--- config.mk ---
export PLATFORM = sky130hd
export DESIGN_NAME = multicycle_cpu
export DESIGN_NICKNAME = d
export VERILOG_FILES = /design/src/rtl/multicycle_cpu.sv
export SDC_FILE = /design/constraint.sdc
export NUM_CORES = 2
export LEC_CHECK = 0
export CORE_MARGIN = 5
export CORE_UTILIZATION = 35
export CTS_CLUSTER_DIAMETER = 60
export DETAILED_ROUTE_END_ITERATION = 12
export GPL_TIMING_DRIVEN = 0
export PLACE_DENSITY_LB_ADDON = 0.08
export SKIP_CTS_REPAIR_TIMING = 1
export SLEW_MARGIN = 10
export SYNTH_ARGS = -nofsm -noshare
export SYNTH_HDL_FRONTEND = slang
export SYNTH_SLANG_ARGS = --single-unit
export TNS_END_PERCENT = 30
--- constraint.sdc ---
create_clock -name clk -period 3.9 [get_ports clk]
set_clock_uncertainty 0.1 [all_clocks]
set_input_delay 0.78 -clock clk [delete_from_list [all_inputs] [get_ports clk]]
set_output_delay 0.78 -clock clk [all_outputs]
set_load 0.02 [all_outputs]
--- src/rtl/multicycle_cpu.sv ---
// Multi-cycle MIPS-subset CPU: req/ack instruction fetch, internal register file,
// FETCH/DECODE/EXEC/WB sequencing with a terminal HALT state and a writeback debug port.
module multicycle_cpu #(
  parameter int DATA_W  = 32,
  parameter int REG_CNT = 32,
  parameter int IMEM_AW = 8,
  localparam int RA_W   = $clog2(REG_CNT)
) (
  input  logic               clk,
  input  logic               rst,
  output logic               imem_req,
  output logic [IMEM_AW-1:0] imem_addr,
  input  logic               imem_ack,
  input  logic [31:0]        imem_data,
  output logic [IMEM_AW-1:0] pc,
  output logic               wb_valid,
  output logic [RA_W-1:0]    wb_addr,
  output logic [DATA_W-1:0]  wb_data,
  output logic               halted,
  output logic               illegal
);

  // state  | meaning
  // FETCH  | imem_req held until ack; IR latched, pc advanced
  // DECODE | operands A/B read from the register file
  // EXEC   | ALU result latched; branches, jumps, halt and illegal resolved
  // WB     | register file written, wb_valid pulsed
  // HALT   | idle until reset
  typedef enum logic [2:0] {S_FETCH, S_DECODE, S_EXEC, S_WB, S_HALT} state_t;

  localparam logic [5:0] OP_RTYPE = 6'b000000;
  localparam logic [5:0] OP_ADDI  = 6'b001000;
  localparam logic [5:0] OP_BEQ   = 6'b000100;
  localparam logic [5:0] OP_J     = 6'b000010;
  localparam logic [5:0] OP_HALT  = 6'b111111;
  localparam logic [5:0] FN_ADD   = 6'b100000;
  localparam logic [5:0] FN_SUB   = 6'b100010;
  localparam logic [5:0] FN_AND   = 6'b100100;
  localparam logic [5:0] FN_OR    = 6'b100101;
  localparam logic [5:0] FN_SLT   = 6'b101010;

  state_t              r_state;
  logic [IMEM_AW-1:0]  r_pc;
  logic [31:0]         r_ir;
  logic [DATA_W-1:0]   r_a;
  logic [DATA_W-1:0]   r_b;
  logic [DATA_W-1:0]   r_alu;
  logic [RA_W-1:0]     r_dst;
  logic                r_req;
  logic                r_wb_valid;
  logic [RA_W-1:0]     r_wb_addr;
  logic [DATA_W-1:0]   r_wb_data;
  logic                r_halted;
  logic                r_illegal;
  logic [DATA_W-1:0]   r_regs [REG_CNT];

  logic [5:0]          w_op;
  logic [5:0]          w_funct;
  logic [RA_W-1:0]     w_rs;
  logic [RA_W-1:0]     w_rt;
  logic [RA_W-1:0]     w_rd;
  logic [DATA_W-1:0]   w_simm;
  logic [IMEM_AW-1:0]  w_br_tgt;
  logic [DATA_W-1:0]   w_alu;
  logic [RA_W-1:0]     w_dst;
  logic                w_ill;
  logic                w_beq;
  logic                w_jmp;
  logic                w_hlt;

  assign w_op     = r_ir[31:26];
  assign w_funct  = r_ir[5:0];
  assign w_rs     = r_ir[21 +: RA_W];
  assign w_rt     = r_ir[16 +: RA_W];
  assign w_rd     = r_ir[11 +: RA_W];
  assign w_simm   = DATA_W'($signed(r_ir[15:0]));
  // pc already holds pc_ir + 1 once the instruction is in EXEC
  assign w_br_tgt = r_pc + IMEM_AW'($signed(r_ir[15:0]));

  always_comb begin
    w_alu = '0;
    w_dst = w_rd;
    w_ill = 1'b0;
    w_beq = 1'b0;
    w_jmp = 1'b0;
    w_hlt = 1'b0;
    case (w_op)
      OP_RTYPE: begin
        case (w_funct)
          FN_ADD:  w_alu = r_a + r_b;
          FN_SUB:  w_alu = r_a - r_b;
          FN_AND:  w_alu = r_a & r_b;
          FN_OR:   w_alu = r_a | r_b;
          FN_SLT:  w_alu = DATA_W'($signed(r_a) < $signed(r_b));
          default: w_ill = 1'b1;
        endcase
      end
      OP_ADDI: begin
        w_alu = r_a + w_simm;
        w_dst = w_rt;
      end
      OP_BEQ:  w_beq = 1'b1;
      OP_J:    w_jmp = 1'b1;
      OP_HALT: w_hlt = 1'b1;
      default: w_ill = 1'b1;
    endcase
  end

  always_ff @(posedge clk or negedge rst) begin
    if (!rst) begin
      r_state    <= S_FETCH;
      r_pc       <= '0;
      r_ir       <= '0;
      r_a        <= '0;
      r_b        <= '0;
      r_alu      <= '0;
      r_dst      <= '0;
      r_req      <= 1'b0;
      r_wb_valid <= 1'b0;
      r_wb_addr  <= '0;
      r_wb_data  <= '0;
      r_halted   <= 1'b0;
      r_illegal  <= 1'b0;
      for (int i = 0; i < REG_CNT; i++) r_regs[i] <= '0;
    end else begin
      r_wb_valid <= 1'b0;
      case (r_state)
        S_FETCH: begin
          if (!r_req) begin
            r_req <= 1'b1;
          end else if (imem_ack) begin
            r_ir    <= imem_data;
            r_pc    <= r_pc + IMEM_AW'(1);
            r_req   <= 1'b0;
            r_state <= S_DECODE;
          end
        end
        S_DECODE: begin
          r_a     <= r_regs[w_rs];
          r_b     <= r_regs[w_rt];
          r_state <= S_EXEC;
        end
        S_EXEC: begin
          r_alu <= w_alu;
          r_dst <= w_dst;
          if (w_hlt) begin
            r_halted <= 1'b1;
            r_state  <= S_HALT;
          end else if (w_ill || w_beq || w_jmp) begin
            if (w_ill) r_illegal <= 1'b1;
            if (w_beq && (r_a == r_b)) r_pc <= w_br_tgt;
            if (w_jmp) r_pc <= r_ir[IMEM_AW-1:0];
            r_req   <= 1'b1;
            r_state <= S_FETCH;
          end else begin
            // r0 writes still spend the WB cycle but stay invisible on the debug port
            if (w_dst != '0) begin
              r_wb_valid <= 1'b1;
              r_wb_addr  <= w_dst;
              r_wb_data  <= w_alu;
            end
            r_state <= S_WB;
          end
        end
        S_WB: begin
          if (r_dst != '0) r_regs[r_dst] <= r_alu;
          r_req   <= 1'b1;
          r_state <= S_FETCH;
        end
        S_HALT:  r_req <= 1'b0;
        default: r_state <= S_FETCH;
      endcase
    end
  end

  assign imem_req  = r_req;
  assign imem_addr = r_pc;
  assign pc        = r_pc;
  assign wb_valid  = r_wb_valid;
  assign wb_addr   = r_wb_addr;
  assign wb_data   = r_wb_data;
  assign halted    = r_halted;
  assign illegal   = r_illegal;

endmodule

==> out/qor.yml <==
synthArstFlopShare: 1.000
clock.fmax_mhz: 238.8
worstPathArrival_ps: 4730
drtAntennaViolNets: 0
finalHoldViolations: 0
dp_hpwl_microns: 204400
total_power_uw: 58760
critPathMaxFanout: 10
cts_max_level: 4
drv_cap: 0
grt_pass1_wl_microns: 386000
finalCriticalPeriod_ps: 4187
finalWorstSetupSlack_ps: -287.1
cellPowerDensity_nw_per_um2: 744.8
synth_ff_type: "dfrtp_1"
synth-seq-cells: 1209
worstReg2RegEnd: "r_b[6]$_DFFE_PN0P_"
crit_type: "reg -> reg"
drc_errors: 0
nNetsFinal: 5420
fillers: 18350
final_util: 0.4055
ys_seq_area_frac: 0.4425
failed_checks: "setup timing"
insertion_delay_ps: 800
clk_pin_slew_ps: 60
vias: 47280
placed_cell_area_sq_um: 72990
seqCellArea_sq_um: 30270
die_w_microns: 452.0
rsz0062_at_grt: "true"
dieArea_sq_um: 204300
syn-num-nets: 5139
peakVddDrop_v: 0.0005914
finalCritPeriodShare: 1.074
drive_above_1_share: 0.4180
final_cell_area_sq_um: 78900
holdWs_ps: 27.93
critPathRequiredTime_ps: 4440
numPortBuffers: 91
worst_pin_slew_ps: 1390
cts.path.max_buffers: 3
synth_cell_types: 96
setup_viol: 21
start_util: 0.3514
cp-start-kind: "flip-flop"
slew_viol_final: 0
routed_wl_microns: 276700
syn_to_final_growth_pct: 15.39
grt_max_degree: 153
r2r-start: "r_ir[18]$_DFFE_PN0P_"
rr_worst_depth: 5
synth_largest_area_cell: "dfrtp_1"
wl_per_cell_microns: 34.99
r2r_slack_ps: -290
synth_edf_count: 0
cts_tree: "yes"
drtIter0Drc: 4548
status: "finished, violations left"
dr.pass1.iters: 6
chipHeight_microns: 452.0
grt_usage: 0.2680
crit_slowest_cell: "clkbuf_1"
ys_top_cells_by_area: "dfrtp_1, mux4_2, mux2_2"
p_leak_uw: 0.03509
yosysTopAreaCellShare: 0.4425
drt-vias-per-instance: 5.979
core_sq_um: 194600
ios: 92
numCtsBuffers: 156
synth.avg_cell_area_sq_um: 13.80
multi_input_area_sq_um: 36080
cts_sinks: 1209
grt_overflow: 0
cts_root_buffer: "clkbuf_16"
slew_headroom: 0.07334
antenna_found_initial: 21
endpoint_kind: "flip-flop"
rows: 162
place_congestion: 0.9489
cp_common_cell: "clkbuf_1"
syn_area_sq_um: 68370
path_cells: "clkbuf_1, clkbuf_1, mux4_2, mux2i_1, a21oi_1"
grt_pass1_vias: 48200
yosys_warnings: 0
netlist_instances: 4953
hp-class: "in -> async"
cpPeakStageDelay_ps: 1060
-- how the worst max path moves through the flow --
stage / end / start
floorplan: r_alu[30]$_DFFE_PN0P_ / r_ir[15]$_DFFE_PN0P_
global placement: r_regs[1009]$_DFFE_PN0P_ / rst
detailed placement: r_alu[30]$_DFFE_PN0P_ / r_ir[0]$_DFFE_PN0P_
CTS: r_alu[30]$_DFFE_PN0P_ / r_ir[0]$_DFFE_PN0P_
global route: r_b[6]$_DFFE_PN0P_ / r_ir[18]$_DFFE_PN0P_
finish: r_b[6]$_DFFE_PN0P_ / r_ir[18]$_DFFE_PN0P_
-- placed cells by master (no fill, tap or decap), types with 16 or more instances in the layout --
master / synthesis / final
inv_1: 115 / 115
xor2_1: 17 / 17
nor3_1: 36 / 30
a21o_1: 23 / 23
mux2i_2: 0 / 16
clkbuf_16: 0 / 157
clkbuf_2: 0 / 87
clkbuf_8: 6 / 32
nor2_1: 199 / 196
buf_4: 9 / 30
nand2_1: 187 / 187
o22ai_1: 21 / 21
mux2_2: 1030 / 1030
clkbuf_1: 339 / 291
xnor2_1: 40 / 40
ha_1: 147 / 146
buf_2: 24 / 50
a31oi_1: 26 / 24
mux2i_1: 81 / 61
o21ai_0: 118 / 113
o21ai_1: 20 / 24
dfrtp_1: 1209 / 1201
a21oi_1: 208 / 201
clkdlybuf4s50_1: 0 / 90
clkinv_2: 0 / 22
nand3_1: 49 / 49
buf_1: 99 / 49
o211ai_1: 22 / 22
mux4_2: 640 / 640
-- power by group --
part	switching, uW	total (uW)	internal [uW]
clock	6000	15000	8950
combinational	18500	28100	9660
sequential	1860	15700	13800
total	26300	58800	32400
-- cell usage after synthesis (40+ instances only) --
| master | n |
|---|---|
| ha_1 | 147 |
| buf_1 | 99 |
| a21oi_1 | 208 |
| inv_1 | 115 |
| xnor2_1 | 40 |
| clkbuf_1 | 339 |
| mux2_2 | 1030 |
| nand3_1 | 49 |
| dfrtp_1 | 1209 |
| o21ai_0 | 118 |
| mux2i_1 | 81 |
| nor2_1 | 199 |
| nand2_1 | 187 |
| mux4_2 | 640 |
-- per-layer routing --
| metal | part of all wire | GRT usage | vias to the layer above |
|---|---|---|---|
| met4 | 0.041 | 0.1016 | 4 |
| li1 | - | - | 19390 |
| met3 | 0.068 | 0.06017 | 478 |
| met1 | 0.42 | 0.3560 | 25630 |
| met2 | 0.47 | 0.4302 | 1781 |
| met5 | 0.00073 | 0 | - |
-- cell type report --
cell class	count	share of cell area
Inverter	119	0.005693
Timing Repair Buffer	127	0.01829
Clock inverter	60	0.01048
Clock buffer	221	0.05614
Antenna cell	9	0.0002855
Tap cell	2542	0.04031
Multi-Input combinational cell	3141	0.4573
Sequential cell	1209	0.3836
Buffer	480	0.02786
-- sequential cells by signal (all words and copies together), names as in the netlist, 3 cells and up --
signal	cells
r_regs	1024
r_a	32
r_alu	32
r_b	32
r_ir	32
wb_data	32
imem_addr	8
r_dst	5
wb_addr	5
r_state	3
-- through the flow --
stage	std cells	setup TNS [ps]	setup slack, ps
2_1_floorplan	4953	0	809.0
3_3_place_gp	7586	-	-57430
3_5_place_dp	7609	-131470	-884.7
4_1_cts	7890	-78500	-960.1
5_1_grt	7900	-1030	-123.0
6_report	7908	-1206	-287.1
-- cell families after synthesis --
kind of cell | share of synthesized area
AO/OA/AOI/OAI | 0.05441
XOR/XNOR | 0.007302
adder cells (fa/ha/maj) | 0.02807
buffers and inverters | 0.03572
flip-flops | 0.4425
multiplexers | 0.3923
AND/OR/NAND/NOR | 0.03969
-- worst max-delay path: cells and delay by family, from the launching register on --
family          cells  cell delay, ps
flops               1             590
compound gates      1             160
buf+inv             2            2040
mux                 2            1100
Power figures use the tool's default switching activity.
